==> config.mk <==
export PLATFORM = sky130hd
export DESIGN_NAME = trap_ctrl
export DESIGN_NICKNAME = d
export VERILOG_FILES = /design/src/rtl/trap_ctrl.sv
export SDC_FILE = /design/constraint.sdc
export NUM_CORES = 1
export LEC_CHECK = 0
export BUFFER_PORTS_ARGS = -buffer_cell sky130_fd_sc_hd__buf_2
export CAP_MARGIN = 30
export CORE_MARGIN = 5
export CORE_UTILIZATION = 40
export DETAILED_ROUTE_END_ITERATION = 8
export PLACE_DENSITY = 0.86
export REMOVE_ABC_BUFFERS = 1
export SYNTH_ARGS = -nofsm -noshare
export SYNTH_HDL_FRONTEND = slang
export SYNTH_SLANG_ARGS = --single-unit
==> constraint.sdc <==
create_clock -name clk -period 2.2 [get_ports clk]
set_input_delay 0.33 -clock clk [delete_from_list [all_inputs] [get_ports clk]]
set_output_delay 0.33 -clock clk [all_outputs]
set_load 0.01 [all_outputs]
==> src/rtl/trap_ctrl.sv <==
// Machine-mode trap sequencer: drains the pipeline, strobes the CSR file and redirects fetch.
// Optional nesting (depth 2 with mepc shadow restore) is enabled by defining TRAP_NEST_EN.
module trap_ctrl #(
    parameter int XLEN         = 32,
    parameter int FLUSH_CYCLES = 2
) (
    input  logic            clk,
    input  logic            rst,
    input  logic            freeze,
    input  logic            irq_timer,
    input  logic            mtie,
    input  logic            exc_addr,
    input  logic            exc_ecall,
    input  logic            mret_ex,
    input  logic [XLEN-1:0] pc_id_ex,
    input  logic [XLEN-1:0] csr_mtvec,
    input  logic [XLEN-1:0] csr_mepc,
    output logic            trap_en,
    output logic [XLEN-1:0] trap_mepc,
    output logic            addr_exception,
    output logic            mret,
    output logic            mepc_res,
    output logic            flush,
    output logic            pc_redirect,
    output logic [XLEN-1:0] redirect_pc,
    output logic            in_trap,
    output logic [1:0]      trap_depth,
    output logic            double_fault
);

    typedef enum logic [2:0] {IDLE, DRAIN, SAVE, VECTOR, HANDLER, RET} state_t;

`ifdef TRAP_NEST_EN
    localparam bit NEST = 1'b1;
`else
    localparam bit NEST = 1'b0;
`endif

    state_t          state, state_nxt;
    logic [2:0]      cnt, cnt_nxt;
    logic            cause_addr, cause_addr_nxt;
    logic [XLEN-1:0] mepc_q, mepc_nxt;
    logic [1:0]      depth, depth_nxt;
    logic            dfault, dfault_nxt;
    logic            exc, tmr, pulse_ok, ret_deep;

    assign exc = exc_addr | exc_ecall;
    assign tmr = irq_timer & mtie;

    always_ff @(posedge clk) begin
        if (rst) begin
            state      <= IDLE;
            cnt        <= '0;
            cause_addr <= 1'b0;
            mepc_q     <= '0;
            depth      <= '0;
            dfault     <= 1'b0;
        end else if (!freeze) begin
            state      <= state_nxt;
            cnt        <= cnt_nxt;
            cause_addr <= cause_addr_nxt;
            mepc_q     <= mepc_nxt;
            depth      <= depth_nxt;
            dfault     <= dfault_nxt;
        end
    end

    always_comb begin
        state_nxt      = state;
        cnt_nxt        = cnt;
        cause_addr_nxt = cause_addr;
        mepc_nxt       = mepc_q;
        depth_nxt      = depth;
        dfault_nxt     = dfault;
        case (state)
            IDLE: begin
                if (exc || tmr) begin
                    state_nxt      = DRAIN;
                    cnt_nxt        = 3'(FLUSH_CYCLES - 1);
                    cause_addr_nxt = exc_addr;
                    mepc_nxt       = pc_id_ex;
                end
            end
            DRAIN: begin
                if (cnt == 3'd0) state_nxt = SAVE;
                else             cnt_nxt   = cnt - 3'd1;
            end
            SAVE:   state_nxt = VECTOR;
            VECTOR: begin
                state_nxt = HANDLER;
                depth_nxt = depth + 2'd1;
            end
            HANDLER: begin
                // An exception outranks a simultaneous MRET; timers are masked here.
                if (exc) begin
                    if (NEST && depth == 2'd1) begin
                        state_nxt      = DRAIN;
                        cnt_nxt        = 3'(FLUSH_CYCLES - 1);
                        cause_addr_nxt = exc_addr;
                        mepc_nxt       = pc_id_ex;
                    end else begin
                        dfault_nxt = 1'b1;
                    end
                end else if (mret_ex) begin
                    state_nxt = RET;
                end
            end
            RET: begin
                depth_nxt = depth - 2'd1;
                state_nxt = (depth == 2'd1) ? IDLE : HANDLER;
            end
            default: state_nxt = IDLE;
        endcase
    end

    // Pulses are suppressed while stalled or while a reset is being applied.
    assign pulse_ok = !freeze && !rst;
    assign ret_deep = (state == RET) && (depth == 2'd2);

    always_comb begin
        flush          = (state == DRAIN) || (state == RET);
        trap_en        = pulse_ok && (state == SAVE);
        addr_exception = pulse_ok && (state == SAVE) && cause_addr;
        mret           = pulse_ok && (state == RET);
        pc_redirect    = pulse_ok && ((state == VECTOR) || (state == RET));
        redirect_pc    = '0;
        if (state == VECTOR)   redirect_pc = csr_mtvec;
        else if (state == RET) redirect_pc = csr_mepc;
    end

`ifdef TRAP_NEST_EN
    assign mepc_res = pulse_ok && ret_deep;
`else
    assign mepc_res = 1'b0 & ret_deep;
`endif

    assign trap_mepc    = mepc_q;
    assign trap_depth   = depth;
    assign in_trap      = (depth != 2'd0);
    assign double_fault = dfault;

endmodule

# Word-level counts from Yosys, hierarchy flattened
# Index checks and enable logic that the tools add are counted.
# classes
shifts	0
n_div	0
n_lt_le_gt_ge	0
n_reduce_logical	20
eq_ne	11
addsub	3
n_mux	11
multipliers	0
n_bitwise	3
# ops
operator	count
$mux 32	2
$mux 3	6
$pmux 3 s6	1
$ne 2x2->1 const B	5
$eq 3x2->1 const B	2
$eq 3x3->1 const B	2
$logic_not 3->1	2
$pmux 3 s2	1
$reduce_and 3->1	2
$reduce_bool 2->1	3
$logic_and 1x1->1	5
$reduce_and 5->1	1
$pmux 2 s2	1
$reduce_and 4->1	1
$eq 3x1->1 const B	1
$logic_or 1x1->1	3
$sub 3x1->3 const B	1
$add 2x1->2 const B	1
$eq 2x1->1 const B	1
$logic_not 1->1	2
$reduce_and 2->1	1
$sub 2x1->2 const B	1
$and 1x1->1	1
$not 1->1	1
$or 1x1->1	1
# totals
elab_cells	54
mem_count	0
regBits	42
latch_bits	0
output_inout_bits	74
ramBits	0
mem_bits_ro	0
inputBits	104

# Depth between registers and ports, before layout
# logic_depth
depth_word	4
ltp_mapped	6
ltp_nobuf	6

# Worst setup path before layout
# OpenSTA, ideal clock, no wires.
# synth_path
kind	reg-to-output
start	register state[1]
end	output port redirect_pc[10]
t_arrival_ns	1.305
setup_slack_ns	0.565
stages_incl_launch_ff	7
path_buffers	2
required_time_ns	1.870
path_cell_list	dfxtp_1 > nand2b_2 > inv_2 > and2_1 > buf_6 > buf_6 > a22o_1
# synth_via
elab_chain_cells	3
word_cells_on_any_way	4
classes_between	eq/ne: 2; mux: 2
# synth_rtl
item	line	text
start: declaration	39	state_t state, state_nxt;
start signal: assignment	59	state <= state_nxt;
$eq 3x3->1	128	else if (state == RET) redirect_pc = csr_mepc;
$mux 32	128	
$mux 32 *	127	if (state == VECTOR) redirect_pc = csr_mtvec;
end: declaration	25	output logic [XLEN-1:0] redirect_pc,
# Mark *: on every way between the ends. The rest lies on a longest branch, timed or not.

# Worst setup path in the final report
# layout_path
start	register state[0]
end	output port redirect_pc[10]
# The elaborated chain is that of the path after synthesis.

==> parameters.txt <==
Parameter                              Value

Outcome
  Run status ... complete, no violations

Routing
  Mean number of vias per cell ... around 5.3
  Remaining antenna violation count after routing ... 0
  DRC violation count after routing ... 0
  Final routed wire length divided by cell count ... 16.0 µm
  Overall via count from detail_route ... 2,689
  Number of iterations in the first detailed-routing pass ... 4
  Number of design-rule violations left by the first detailed-router iteration ... ~120
  Routed WL ... 8040 µm

Synth
  Post-synth cell types ... 39
  YS warnings ... 0
  Most frequently used flop master after synthesis ... sky130_fd_sc_hd__dfxtp_1
  Biggest area consumer among synthesized cells ... sky130_fd_sc_hd__dfxtp_1
  Dominant combinational cell family by area after synthesis ... compound AO/OA/AOI/OAI gates
  Post-Synth Simple-Gate Area ... between 10% and 20%
  Syn Inst Count ... 270
  Most numerous cell in the Yosys netlist ... sky130_fd_sc_hd__dfxtp_1
  Fraction of synthesized area in multiplexers ... less than 1%
  Adder-cell share of the synthesized area ... ~2.2%
  Cells taking the most area after synthesis ... sky130_fd_sc_hd__dfxtp_1 (37%), sky130_fd_sc_hd__a22o_1 (13%), sky130_fd_sc_hd__a21oi_1 (8.4%)
  Total of flip-flops plus latches after synthesis ... between 40 and 50
  Post-synthesis sequential area ratio ... 37.1%
  Number of synthesized flops with an enable pin ... 0
  Mapped cell area ... around 0.0023 mm²
  Ranking of synthesized cells by instance count ... sky130_fd_sc_hd__dfxtp_1 (42), sky130_fd_sc_hd__a21oi_1 (38), sky130_fd_sc_hd__nand3_1 (34)
  Yosys top cell area share ... about 37%
  Xor/xnor cell area share of the yosys netlist ... 0.386%
  Share of flip-flops with an asynchronous set or reset ... 0%
  Fraction of the mapped netlist area in compound gates ... around a third
  Mean area per synthesized cell ... around 8.4 µm²

Floorplanning
  Area of the die ... 0.00727 mm²
  Core region area ... 0.00551 mm²
  Chip Height ... roughly 85 µm
  Rows ... 27
  Initial standard-cell utilization of the core ... about 41%
  Count of boundary I/O pins ... 178
  Die width ... around 85 µm

Timing
  Worst Hold Margin ... 0.286 ns
  Rel. slew slack ... between 60% and 70%
  Endpoints failing hold ... 0
  Slew @ Worst Pin ... 0.507 ns
  Share of the clock period used by the worst path ... between 90 and 100%
  Endpoints failing setup ... 0
  Unrepaired setup endpoints after global routing ... no
  Max-slew violation total from the final report ... 0
  Post-route clock skew ... 0.00254 ns
  Setup slack after layout ... between 0.15 and 0.2 ns
  Max Fclk ... roughly 500 MHz
  Min Clock Period, post-route ... 2.05 ns

Setup path
  Top cell family by delay on the critical path ... buffers and inverters
  Crit path kind ... reg -> out
  Library cell appearing most often on the critical path ... sky130_fd_sc_hd__buf_4
  Register-to-Register Path Depth ... 4
  Cell with the largest stage delay on the worst path ... sky130_fd_sc_hd__dfxtp_1
  Cell-by-cell listing of the critical path ... buf_4 > nand2_1 > nor2_2 > buf_4 > a22o_1 > buf_2
  Peak fanout along the critical path ... 33
  Critical path buffer and inverter count ... 3
  CP required ... about 1.9 ns
  Signal arrival time at the worst endpoint ... roughly 1.7 ns
  Max stage delay on crit path ... around 0.35 ns
  Kind of start point of the critical path ... flop
  Critical path depth ... 6
  Worst setup EP type ... output pin

Final layout
  Final layout net count ... between 500 and 600
  Final core utilization ... between 50% and 60%
  Antenna Cells ... 0
  Area overhead of the layout relative to synthesis ... 41.8%
  Fraction of final layout cells with drive strength greater than 1 ... 46.2%

Clocking
  Clock Sinks ... 42
  CTS hold repair buffers ... 0
  Clock slew at the register clock pins of the worst setup and hold paths ... around 0.08 ns
  Maximum buffer depth of the clock tree ... 2
  CTS Root Buffer Type ... sky130_fd_sc_hd__clkbuf_8
  Buffers inserted by post-CTS timing repair ... 0
  CTS H-tree lvls ... 2
  Clock insertion delay at the later pin of the skew report ... slightly below 0.3 ns
  Number of CTS-inserted buffers ... 5
  CTS-repair resized insts ... 0
  TritonCTS clock tree ... built

Min path
  Cells on Worst Hold Path ... 3
  Worst hold path type ... in -> reg

Global route
  Total routing usage reported by global routing ... 20.7%
  Most Used Layer, Global Route ... met2
  Initial antenna violation count ... 0
  Met1 GRT Util ... 24.6%
  Met2 Usage GRT ... a little over a third
  Largest net degree at the start of global routing ... 35
  Grt met3 use ... 7.67%
  Vias in the first global route ... approximately 2.6k
  Total global routing overflow ... 0
  First-pass GRT wire length ... roughly 12,000 µm

Pwr
  Peak supply drop ... 0.000483 V
  Total power per unit cell area ... 548 mW/mm²
  Total chip power ... between 1.5 and 2 mW
  Leakage ... approximately 1.6 nW

Placement
  Count of input and output buffers ... around 180
  Half-perimeter wire length after detailed placement ... roughly 6000 µm
  Worst setup timing slack at the placement stage ... ~0.45 ns
  GP Congestion ... slightly above 0.9

Run
  Max Cap Viol ... 0
## power breakdown
part | switching (mW) | leakage (nW) | internal, mW | total (mW)
Sequential | 0.0251 | 0.344 | 0.814 | 0.839
Combinational | 0.245 | 1.22 | 0.190 | 0.436
Clock | 0.246 | 0.0431 | 0.242 | 0.488
## cell type report
cell class,instances,area [µm²]
clock buffers,6,82.6
repair buffers,185,948
fillers,507,2290
multi-input cells,190,1220
flip-flops and latches,42,841
inverters,8,30.0
well taps,72,90.1
## path summary, 6_finish.rpt
kind / startpoint / endpoint / slack, ns
worst max-delay path: state[0] / redirect_pc[10] / 0.15
worst min-delay path: pc_id_ex[20] / trap_mepc[20] / 0.29
worst max register to register: state[0] / trap_mepc[8] / 0.50
worst min register to register: double_fault / double_fault / 0.46
## worst reg2reg max path: cells and delay by family, from the launching register on
family | cells | cell delay (ns)
AO/OA/AOI/OAI | 2 | 0.33
flip-flops | 1 | 0.32
AND/OR/NAND/NOR | 1 | 0.73
buffers and inverters | 1 | 0.19
## cells in the final DEF, fill, tap and decap left out, types with 2 or more instances in the layout
master                     count
sky130_fd_sc_hd__a21oi_1      38
sky130_fd_sc_hd__nand2b_1      3
sky130_fd_sc_hd__nand2_1       2
sky130_fd_sc_hd__buf_2       176
sky130_fd_sc_hd__nand3_1      34
sky130_fd_sc_hd__and3_1        2
sky130_fd_sc_hd__or4b_1        2
sky130_fd_sc_hd__a22o_1       33
sky130_fd_sc_hd__o21ai_1      31
sky130_fd_sc_hd__o21ai_0      10
sky130_fd_sc_hd__buf_4         9
sky130_fd_sc_hd__or4_1         2
sky130_fd_sc_hd__inv_1         7
sky130_fd_sc_hd__dfxtp_1      42
sky130_fd_sc_hd__nor4b_1       2
sky130_fd_sc_hd__mux2i_1       2
sky130_fd_sc_hd__and2_1        2
sky130_fd_sc_hd__ha_1          4
sky130_fd_sc_hd__clkbuf_8      6
sky130_fd_sc_hd__nor2_1        5
## flip-flops by register name (all words and copies together) (netlist names)
name / count
trap_depth: 2
state: 3
cnt: 3
cause_addr: 1
trap_mepc: 32
double_fault: 1
## kinds of logic after synthesis
kind of cell               after synthesis
muxes                                    2
xor gates and xnor gates                 1
adders and majority gates                4
buffers and inverters                   38
other                                    1
and+or+nand+nor                         63
AOI/OAI and AO/OA                      119
DFF                                     42
## through the flow
step	cell area, µm²	instances	TNS, ns
final	3210	503	0
after global routing	3210	503	0
after CTS	3210	503	0
after detailed placement	3130	497	0
after global placement	3130	497	0
after floorplan	2080	240	-6.18
## layer usage
layer  wire length, µm  part of all wire [%]
met5                 0                     0
met4               105                   1.3
met3              1030                    13
met2              3810                    47
met1              3100                    39
Note: power is estimated with default switching activity, not from simulation.
